## config.mk

```make
export PLATFORM = sky130hd
export DESIGN_NAME = memory_access_stage_flat
export DESIGN_NICKNAME = d
export VERILOG_FILES = /design/src/rtl/memory_access_stage_pkg.sv /design/src/rtl/memory_access_stage_if.sv /design/src/rtl/memory_access_stage_load_formatter.sv /design/src/rtl/memory_access_stage.sv /design/src/flat_wrapper.sv
export SDC_FILE = /design/constraint.sdc
export NUM_CORES = 1
export LEC_CHECK = 0
export ABC_AREA = 1
export ABC_CLOCK_PERIOD_IN_PS = 10300
export BUFFER_PORTS_ARGS = -buffer_cell sky130_fd_sc_hd__buf_2
export CAP_MARGIN = 0
export CORE_MARGIN = 4
export CORE_UTILIZATION = 54
export DETAILED_ROUTE_END_ITERATION = 10
export GPL_ROUTABILITY_DRIVEN = 0
export PLACE_DENSITY = 0.95
export SLEW_MARGIN = 20
export SYNTH_ARGS = -nofsm -noshare
export SYNTH_HDL_FRONTEND = slang
export SYNTH_SLANG_ARGS = --single-unit
```

## constraint.sdc

```tcl
create_clock -name clk -period 10.3 [get_ports clk]
set_input_delay 1.545 -clock clk [delete_from_list [all_inputs] [get_ports clk]]
set_output_delay 1.545 -clock clk [all_outputs]
set_load 0.01 [all_outputs]
```

## src/rtl/memory_access_stage_pkg.sv

```systemverilog
// Shared encodings for the MEM stage: access sizes, control-bus bit positions, FSM states.
// Also holds the alignment and byte-enable helpers used by the stage.
package memory_access_stage_pkg;

    localparam logic [1:0] SZ_BYTE = 2'b00;
    localparam logic [1:0] SZ_HALF = 2'b01;
    localparam logic [1:0] SZ_WORD = 2'b10;
    localparam logic [1:0] SZ_RSVD = 2'b11;

    localparam int unsigned MEM_READ_BIT     = 0;
    localparam int unsigned MEM_WRITE_BIT    = 1;
    localparam int unsigned MEM_SIZE_LO      = 2;
    localparam int unsigned MEM_SIZE_HI      = 3;
    localparam int unsigned MEM_UNSIGNED_BIT = 4;

    localparam int unsigned WB_REG_WRITE_BIT  = 0;
    localparam int unsigned WB_MEM_TO_REG_BIT = 1;

    typedef enum logic {
        StIdle = 1'b0,
        StWait = 1'b1
    } state_e;

    function automatic logic is_misaligned(input logic [1:0] size, input logic [1:0] a);
        logic mis;
        case (size)
            SZ_BYTE: mis = 1'b0;
            SZ_HALF: mis = a[0];
            SZ_WORD: mis = (a != 2'b00);
            default: mis = 1'b1;
        endcase
        return mis;
    endfunction

    function automatic logic [3:0] byte_enables(input logic [1:0] size, input logic [1:0] a);
        logic [3:0] be;
        case (size)
            SZ_BYTE: be = 4'b0001 << a;
            SZ_HALF: be = 4'b0011 << a;
            default: be = 4'b1111;
        endcase
        return be;
    endfunction

endpackage

```

## src/rtl/memory_access_stage_if.sv

```systemverilog
// Data-memory req/ack port. The stage drives the request side through the master modport;
// the memory (or its model) answers through the slave modport.
interface memory_access_stage_if #(
    parameter int unsigned DATA_WIDTH = 32
);
    logic                  dmem_req;
    logic                  dmem_we;
    logic [DATA_WIDTH-1:0] dmem_addr;
    logic [3:0]            dmem_be;
    logic [DATA_WIDTH-1:0] dmem_wdata;
    logic [DATA_WIDTH-1:0] dmem_rdata;
    logic                  dmem_ack;

    modport master (
        output dmem_req, dmem_we, dmem_addr, dmem_be, dmem_wdata,
        input  dmem_rdata, dmem_ack
    );

    modport slave (
        input  dmem_req, dmem_we, dmem_addr, dmem_be, dmem_wdata,
        output dmem_rdata, dmem_ack
    );
endinterface

```

## src/rtl/memory_access_stage_load_formatter.sv

```systemverilog
// Load data alignment: moves the addressed lane down to bit 0 and sign/zero-extends it
// according to the access size.
module load_formatter
    import memory_access_stage_pkg::*;
#(
    parameter int unsigned DATA_WIDTH = 32
) (
    input  logic [DATA_WIDTH-1:0] rdata,
    input  logic [1:0]            a,
    input  logic [1:0]            size,
    input  logic                  is_unsigned,
    output logic [DATA_WIDTH-1:0] load_data
);

    logic [DATA_WIDTH-1:0] shifted;

    assign shifted = rdata >> {a, 3'b000};

    always_comb begin
        load_data = shifted;
        case (size)
            SZ_BYTE: load_data = is_unsigned ? {{(DATA_WIDTH-8){1'b0}}, shifted[7:0]}
                                             : {{(DATA_WIDTH-8){shifted[7]}}, shifted[7:0]};
            SZ_HALF: load_data = is_unsigned ? {{(DATA_WIDTH-16){1'b0}}, shifted[15:0]}
                                             : {{(DATA_WIDTH-16){shifted[15]}}, shifted[15:0]};
            default: load_data = shifted;
        endcase
    end

endmodule

```

## src/rtl/memory_access_stage.sv

```systemverilog
// Pipeline MEM stage: issues byte/half/word loads and stores over a req/ack port, stalls
// upstream while an access is outstanding, and presents a registered result to writeback.
module memory_access_stage
    import memory_access_stage_pkg::*;
#(
    parameter int unsigned DATA_WIDTH    = 32,
    parameter int unsigned REG_ADDR_BITS = 5,
    parameter int unsigned MEM_BUS_WIDTH = 5,
    parameter int unsigned WB_BUS_WIDTH  = 2
) (
    input  logic                     clk,
    input  logic                     reset,
    input  logic                     valid_in,
    input  logic [MEM_BUS_WIDTH-1:0] mem_bus_in,
    input  logic [WB_BUS_WIDTH-1:0]  wb_bus_in,
    input  logic [DATA_WIDTH-1:0]    alu_result_in,
    input  logic [DATA_WIDTH-1:0]    store_data_in,
    input  logic [REG_ADDR_BITS-1:0] reg_w_addr_in,
    output logic                     stall_out,
    memory_access_stage_if.master    dmem,
    output logic                     valid_out,
    output logic [WB_BUS_WIDTH-1:0]  wb_bus_out,
    output logic [REG_ADDR_BITS-1:0] reg_w_addr_out,
    output logic [DATA_WIDTH-1:0]    alu_result_out,
    output logic [DATA_WIDTH-1:0]    load_data_out,
    output logic                     misaligned_out
);

    state_e                   state_q;
    logic                     req_q, we_q, uns_q;
    logic [DATA_WIDTH-1:0]    addr_q, wdata_q, alu_q;
    logic [3:0]               be_q;
    logic [1:0]               size_q, a_q;
    logic [WB_BUS_WIDTH-1:0]  wb_q;
    logic [REG_ADDR_BITS-1:0] rd_q;

    logic [1:0]              size, a;
    logic                    is_mem, is_store, mis;
    logic [DATA_WIDTH-1:0]   wdata;
    logic [WB_BUS_WIDTH-1:0] wb_masked;
    logic [DATA_WIDTH-1:0]   fmt_data;

    assign size     = mem_bus_in[MEM_SIZE_HI:MEM_SIZE_LO];
    assign a        = alu_result_in[1:0];
    assign is_mem   = valid_in & (mem_bus_in[MEM_READ_BIT] | mem_bus_in[MEM_WRITE_BIT]);
    // Write wins when both read and write are set.
    assign is_store = mem_bus_in[MEM_WRITE_BIT];
    assign mis      = is_mem & is_misaligned(size, a);

    always_comb begin
        wdata = store_data_in;
        case (size)
            SZ_BYTE: wdata = {(DATA_WIDTH/8){store_data_in[7:0]}};
            SZ_HALF: wdata = {(DATA_WIDTH/16){store_data_in[15:0]}};
            default: wdata = store_data_in;
        endcase
    end

    always_comb begin
        wb_masked = wb_bus_in;
        if (mis) wb_masked[WB_REG_WRITE_BIT] = 1'b0;
    end

    always_comb begin
        stall_out = 1'b0;
        unique case (state_q)
            StIdle:  stall_out = is_mem & ~mis;
            StWait:  stall_out = ~dmem.dmem_ack;
            default: stall_out = 1'b0;
        endcase
    end

    load_formatter #(
        .DATA_WIDTH (DATA_WIDTH)
    ) u_load_formatter (
        .rdata       (dmem.dmem_rdata),
        .a           (a_q),
        .size        (size_q),
        .is_unsigned (uns_q),
        .load_data   (fmt_data)
    );

    always_ff @(posedge clk or posedge reset) begin
        if (reset) begin
            state_q        <= StIdle;
            req_q          <= 1'b0;
            we_q           <= 1'b0;
            uns_q          <= 1'b0;
            addr_q         <= '0;
            wdata_q        <= '0;
            alu_q          <= '0;
            be_q           <= '0;
            size_q         <= SZ_BYTE;
            a_q            <= '0;
            wb_q           <= '0;
            rd_q           <= '0;
            valid_out      <= 1'b0;
            wb_bus_out     <= '0;
            reg_w_addr_out <= '0;
            alu_result_out <= '0;
            load_data_out  <= '0;
            misaligned_out <= 1'b0;
        end else begin
            valid_out <= 1'b0;
            unique case (state_q)
                StIdle: begin
                    if (is_mem && !mis) begin
                        state_q <= StWait;
                        req_q   <= 1'b1;
                        we_q    <= is_store;
                        uns_q   <= mem_bus_in[MEM_UNSIGNED_BIT];
                        addr_q  <= {alu_result_in[DATA_WIDTH-1:2], 2'b00};
                        wdata_q <= wdata;
                        alu_q   <= alu_result_in;
                        be_q    <= byte_enables(size, a);
                        size_q  <= size;
                        a_q     <= a;
                        wb_q    <= wb_bus_in;
                        rd_q    <= reg_w_addr_in;
                    end else if (valid_in) begin
                        // Non-memory and misaligned ops retire straight away.
                        valid_out      <= 1'b1;
                        misaligned_out <= mis;
                        wb_bus_out     <= wb_masked;
                        reg_w_addr_out <= reg_w_addr_in;
                        alu_result_out <= alu_result_in;
                        load_data_out  <= '0;
                    end
                end
                StWait: begin
                    if (dmem.dmem_ack) begin
                        state_q        <= StIdle;
                        req_q          <= 1'b0;
                        valid_out      <= 1'b1;
                        misaligned_out <= 1'b0;
                        wb_bus_out     <= wb_q;
                        reg_w_addr_out <= rd_q;
                        alu_result_out <= alu_q;
                        load_data_out  <= we_q ? '0 : fmt_data;
                    end
                end
                default: state_q <= StIdle;
            endcase
        end
    end

    assign dmem.dmem_req   = req_q;
    assign dmem.dmem_we    = we_q;
    assign dmem.dmem_addr  = addr_q;
    assign dmem.dmem_be    = be_q;
    assign dmem.dmem_wdata = wdata_q;

endmodule
```

## src/flat_wrapper.sv

```systemverilog
// flat-port wrapper written by rule: the top's interface ports become plain ports
module memory_access_stage_flat import memory_access_stage_pkg::*;
#(
    parameter int unsigned DATA_WIDTH    = 32,
    parameter int unsigned REG_ADDR_BITS = 5,
    parameter int unsigned MEM_BUS_WIDTH = 5,
    parameter int unsigned WB_BUS_WIDTH  = 2
)
  (clk, reset, valid_in, mem_bus_in, wb_bus_in, alu_result_in, store_data_in, reg_w_addr_in, stall_out, valid_out, wb_bus_out, reg_w_addr_out, alu_result_out, load_data_out, misaligned_out, dmem_dmem_req, dmem_dmem_we, dmem_dmem_addr, dmem_dmem_be, dmem_dmem_wdata, dmem_dmem_rdata, dmem_dmem_ack);
  memory_access_stage_if #(.DATA_WIDTH(DATA_WIDTH)) dmem_i ();
  input  logic clk;
  input  logic reset;
  input  logic valid_in;
  input  logic [MEM_BUS_WIDTH-1:0] mem_bus_in;
  input  logic [WB_BUS_WIDTH-1:0] wb_bus_in;
  input  logic [DATA_WIDTH-1:0] alu_result_in;
  input  logic [DATA_WIDTH-1:0] store_data_in;
  input  logic [REG_ADDR_BITS-1:0] reg_w_addr_in;
  output logic stall_out;
  output logic valid_out;
  output logic [WB_BUS_WIDTH-1:0] wb_bus_out;
  output logic [REG_ADDR_BITS-1:0] reg_w_addr_out;
  output logic [DATA_WIDTH-1:0] alu_result_out;
  output logic [DATA_WIDTH-1:0] load_data_out;
  output logic misaligned_out;
  output wire logic [$bits(dmem_i.dmem_req)-1:0] dmem_dmem_req;
  output wire logic [$bits(dmem_i.dmem_we)-1:0] dmem_dmem_we;
  output wire logic [$bits(dmem_i.dmem_addr)-1:0] dmem_dmem_addr;
  output wire logic [$bits(dmem_i.dmem_be)-1:0] dmem_dmem_be;
  output wire logic [$bits(dmem_i.dmem_wdata)-1:0] dmem_dmem_wdata;
  input wire logic [$bits(dmem_i.dmem_rdata)-1:0] dmem_dmem_rdata;
  input wire logic [$bits(dmem_i.dmem_ack)-1:0] dmem_dmem_ack;
  assign dmem_dmem_req = dmem_i.dmem_req;
  assign dmem_dmem_we = dmem_i.dmem_we;
  assign dmem_dmem_addr = dmem_i.dmem_addr;
  assign dmem_dmem_be = dmem_i.dmem_be;
  assign dmem_dmem_wdata = dmem_i.dmem_wdata;
  assign dmem_i.dmem_rdata = dmem_dmem_rdata;
  assign dmem_i.dmem_ack = dmem_dmem_ack;
  memory_access_stage #(.DATA_WIDTH(DATA_WIDTH), .REG_ADDR_BITS(REG_ADDR_BITS), .MEM_BUS_WIDTH(MEM_BUS_WIDTH), .WB_BUS_WIDTH(WB_BUS_WIDTH)) u_core (.clk(clk), .reset(reset), .valid_in(valid_in), .mem_bus_in(mem_bus_in), .wb_bus_in(wb_bus_in), .alu_result_in(alu_result_in), .store_data_in(store_data_in), .reg_w_addr_in(reg_w_addr_in), .stall_out(stall_out), .dmem(dmem_i), .valid_out(valid_out), .wb_bus_out(wb_bus_out), .reg_w_addr_out(reg_w_addr_out), .alu_result_out(alu_result_out), .load_data_out(load_data_out), .misaligned_out(misaligned_out));
endmodule
```

==> results.txt <==
The flow ran to the end, and the final reports show no timing, DRC or antenna violations. Synthesis handed over a netlist of 961 instances. The run gives 7 as the number of detailed-route iterations in the first pass. TritonCTS built the clock tree. The maximum buffer depth of the clock tree came out at 2. The routed design uses 9810 um of met2 wire. In the final routed layout, each cell accounts on average for 14.8 um. The share of layout cells above drive strength 1 came out at 25.4%. The run gives 4 as the number of H-tree levels. The power per cell area was 309 nW/um^2; the setup fix buffers added after clock tree synthesis was 0. The top-area cell type share of the netlist area was 52.8%; the net count of the finished layout was 1290.

Once the floorplan was initialized, standard cells occupied 55.1% of the core. The highest net fanout along the worst path works out to 41. Port buffering added 253 buffers. The post-synthesis to final-layout area growth came out at 25.2%.

The first global-routing pass estimated 33200 um of wire. STA puts the critical path data required time at 8760 ps. The logs give 0 for the remaining global-route overflow and 7970 um for the length of routed wiring on met1. The core region is 13200 sq um.

The count of cells in the finished layout, fillers not included, comes to 1368. Yosys mapped the design onto 25 distinct sky130hd cell types. In this run the top signal layer used is met4. The post-detailed-route DRC marker count came out at 0. The biggest area contributor in the post-synthesis netlist is dfrtp_1. The root buffer selected by CTS is clkbuf_16.

The mean instance size in the synthesized netlist was 7.59 sq um; the data arrival time of the critical path was 2730 ps. In the synthesized netlist the async set-or-reset flop fraction comes to 100%. The analysis attributes to cell leakage a power of 5.29 nW.

The tools report the sum of negative setup slack as 0 ps. The half-perimeter wire length after detailed placement is 14100 um, and the area of the die is 15400 sq um. The actual transition at the worst max-transition pin is 1010 ps. The run gives 6815 as the number of global-route vias before repair. In the post-synthesis netlist, the cell with the most instances is nand2_1. The instance area after placement came out at 8530 sq um. The worst register-to-register path begins at u_core.a_q[0]. The worst path in the final design needs a cycle of 4270 ps, including I/O delays and setup.

Total vias in the final route: 7140. Violation count after the first detailed-routing iteration: 621. The total wirelength of the detailed-routed design is 20200 um.

The top flip-flop cell by instance count after synthesis was dfrtp_1. The worst hold path terminates at u_core.dmem.dmem_wdata[12]. The worst hold path was traced through 2 stages.

The post-synthesis instance area was 7290 sq um; the cell area after layout was 9130 sq um. The tree built by TritonCTS fans out to 154 sinks. The tools report the endpoint of the worst register-to-register path as u_core.load_data_out[16]. Clock latency on the worst-skew pair, taken at its later pin, is 420 ps.

STA classifies the critical path endpoint as a primary output. The number of hold violations in the final report is 0, and the worst clock skew is 9.06 ps. In the post-synthesis netlist, the biggest area contributors are dfrtp_1 (53%), nand2_1 (24%), o21ai_0 (5.8%), nand3_1 (3.2%), inv_1 (2.9%).

In this run the remaining antenna-violating nets after routing total 0. Summing the sequential cell areas from Yosys gives 52.8% of the chip area. The run gives 0 as the count of hold buffers inserted by post-cts repair.

In this run the most critical hold path is launched from u_core.dmem.dmem_wdata[12]. After synthesis the netlist holds a flip-flop and latch count of 154. Clock-pin slew was measured on the worst setup and hold paths at 60 ps. TritonCTS created 17 clock buffers. Setup repair after global routing left no endpoint under its margin.

In this run the register-to-register setup slack is 7010 ps. For this run, the total global-route usage over all layers was measured as 26.3%. The largest net degree at the start of global routing is 127. The min-delay analysis places its worst path in the category reg2reg. In the detailed route, the total length drawn on met3 is 1490 um. The cell row count is 42. Setup violations remaining at the end of the flow were counted as 0.

256 I/O pins were placed. The initial antenna violation count was 1; the worst slack after detailed placement was 6030 ps. The peak supply drop was 0.163 mV; the final max-slew violation count was 0.

The post-layout worst setup margin was 6030 ps; the share of the cycle needed by the critical path after routing was 41.5%. Number of warnings issued by yosys: 0. The tools report the count of maximum capacitance violations as 0. The depth of the worst register-to-register path works out to 7.

The worst pin sits at a relative slew slack of 32.1%. The tools report the count of cells resized by post-cts repair as 0. Kind of critical path: in2out. In this run, synthesis inferred 0 flip-flops with an integrated enable. From left edge to right edge, the die measures 124 um.

Measured along the y axis, the die boundary spans 124 um. The final standard cell utilization of the core is 69.0%, and the instance count after placement with tap cells included is 1335. The worst setup path is launched from an input port. By count the netlist is led by nand2_1 (464), dfrtp_1 (154), o21ai_0 (84), inv_1 (57), nand3_1 (47). After detailed routing, the number of vias per cell comes to 5.22. For the upper clock frequency limit, the log shows 234 MHz.
==> state kept, by name (all words and copies together) (netlist names) <==
signal	cells
u_core.a_q	1
u_core.alu_q	30
u_core.alu_result_out	32
u_core.dmem.dmem_addr	1
u_core.dmem.dmem_be	4
u_core.dmem.dmem_req	1
u_core.dmem.dmem_wdata	32
u_core.dmem.dmem_we	1
u_core.load_data_out	32
u_core.misaligned_out	1
u_core.rd_q	5
u_core.reg_w_addr_out	5
u_core.size_q	2
u_core.state_q	1
u_core.uns_q	1
u_core.valid_out	1
u_core.wb_bus_out	2
u_core.wb_q	2
==> worst max-delay path, cell delays in order <==
cell	delay (ps)
buf_2	300
o21ai_1	300
nand3_2	200
a21oi_1	210
buf_2	160
==> where the power goes <==
part / leakage, nW / internal [mW] / switching [mW]
logic: 3.04 / 0.407 / 0.710
registers: 1.96 / 0.879 / 0.197
clock network: 0.290 / 0.386 / 0.240
==> per-stage QoR <==
stage / total power, mW / hold slack, ps
global placement: 2.14 / 449
detailed placement: 2.19 / 453
global route: 3.03 / 483
finish: 2.82 / 464
CTS: 2.83 / 468
floorplan: 1.76 / 449
==> logic make-up (layout without fill, tap and decap cells) <==
family	count (synthesis)	count (layout)	share of synthesized area [%]
buffers and inverters	121	350	7.29
AND/OR/NAND/NOR	528	528	28.5
flip-flops	154	154	52.8
other	1	3	0.0514
AO/OA/AOI/OAI	157	157	11.3
==> cell usage in the layout, fill, tap and decap left out, drive strengths merged <==
| master | netlist | final |
|---|---|---|
| o31ai | 1 | 1 |
| clkinv | 2 | 8 |
| or2 | 1 | 1 |
| o211ai | 7 | 7 |
| o22ai | 1 | 1 |
| nand2 | 465 | 465 |
| bufinv | 0 | 3 |
| inv | 59 | 60 |
| dfrtp | 154 | 154 |
| clkinvlp | 0 | 2 |
| clkbuf | 27 | 20 |
| buf | 33 | 257 |
| nor2 | 12 | 12 |
| o21ai | 123 | 123 |
| diode | 0 | 1 |
| nand3 | 50 | 50 |
| a21oi | 25 | 25 |
| conb | 1 | 2 |
==> routing by layer <==
layer / global-route usage [%] / vias up
met2: 42.9 / 339
met4: 14.2 / 0
li1: - / 3459
met1: 32.3 / 3275
met5: 0 / -
met3: 6.53 / 67
==> worst max-delay path by stage <==
stage | from | to | cells past startpoint
4_1_cts | mem_bus_in[3] | stall_out | 5
6_report | mem_bus_in[3] | stall_out | 5
5_1_grt | mem_bus_in[3] | stall_out | 5
3_5_place_dp | mem_bus_in[3] | stall_out | 5
2_1_floorplan | reset | u_core.a_q[0] | 1
3_3_place_gp | mem_bus_in[3] | stall_out | 5
==> layout make-up <==
type                    instances  area (sq um)
clock buffers                  20           447
inverters                      61           236
repair buffers                257          1300
multi-input cells             687          2920
well taps                     176           220
flip-flops and latches        154          3850
fillers                      1058          4110
diodes                          1          2.50
clock inverters                12           148
Note: power is estimated with default switching activity, not from simulation.
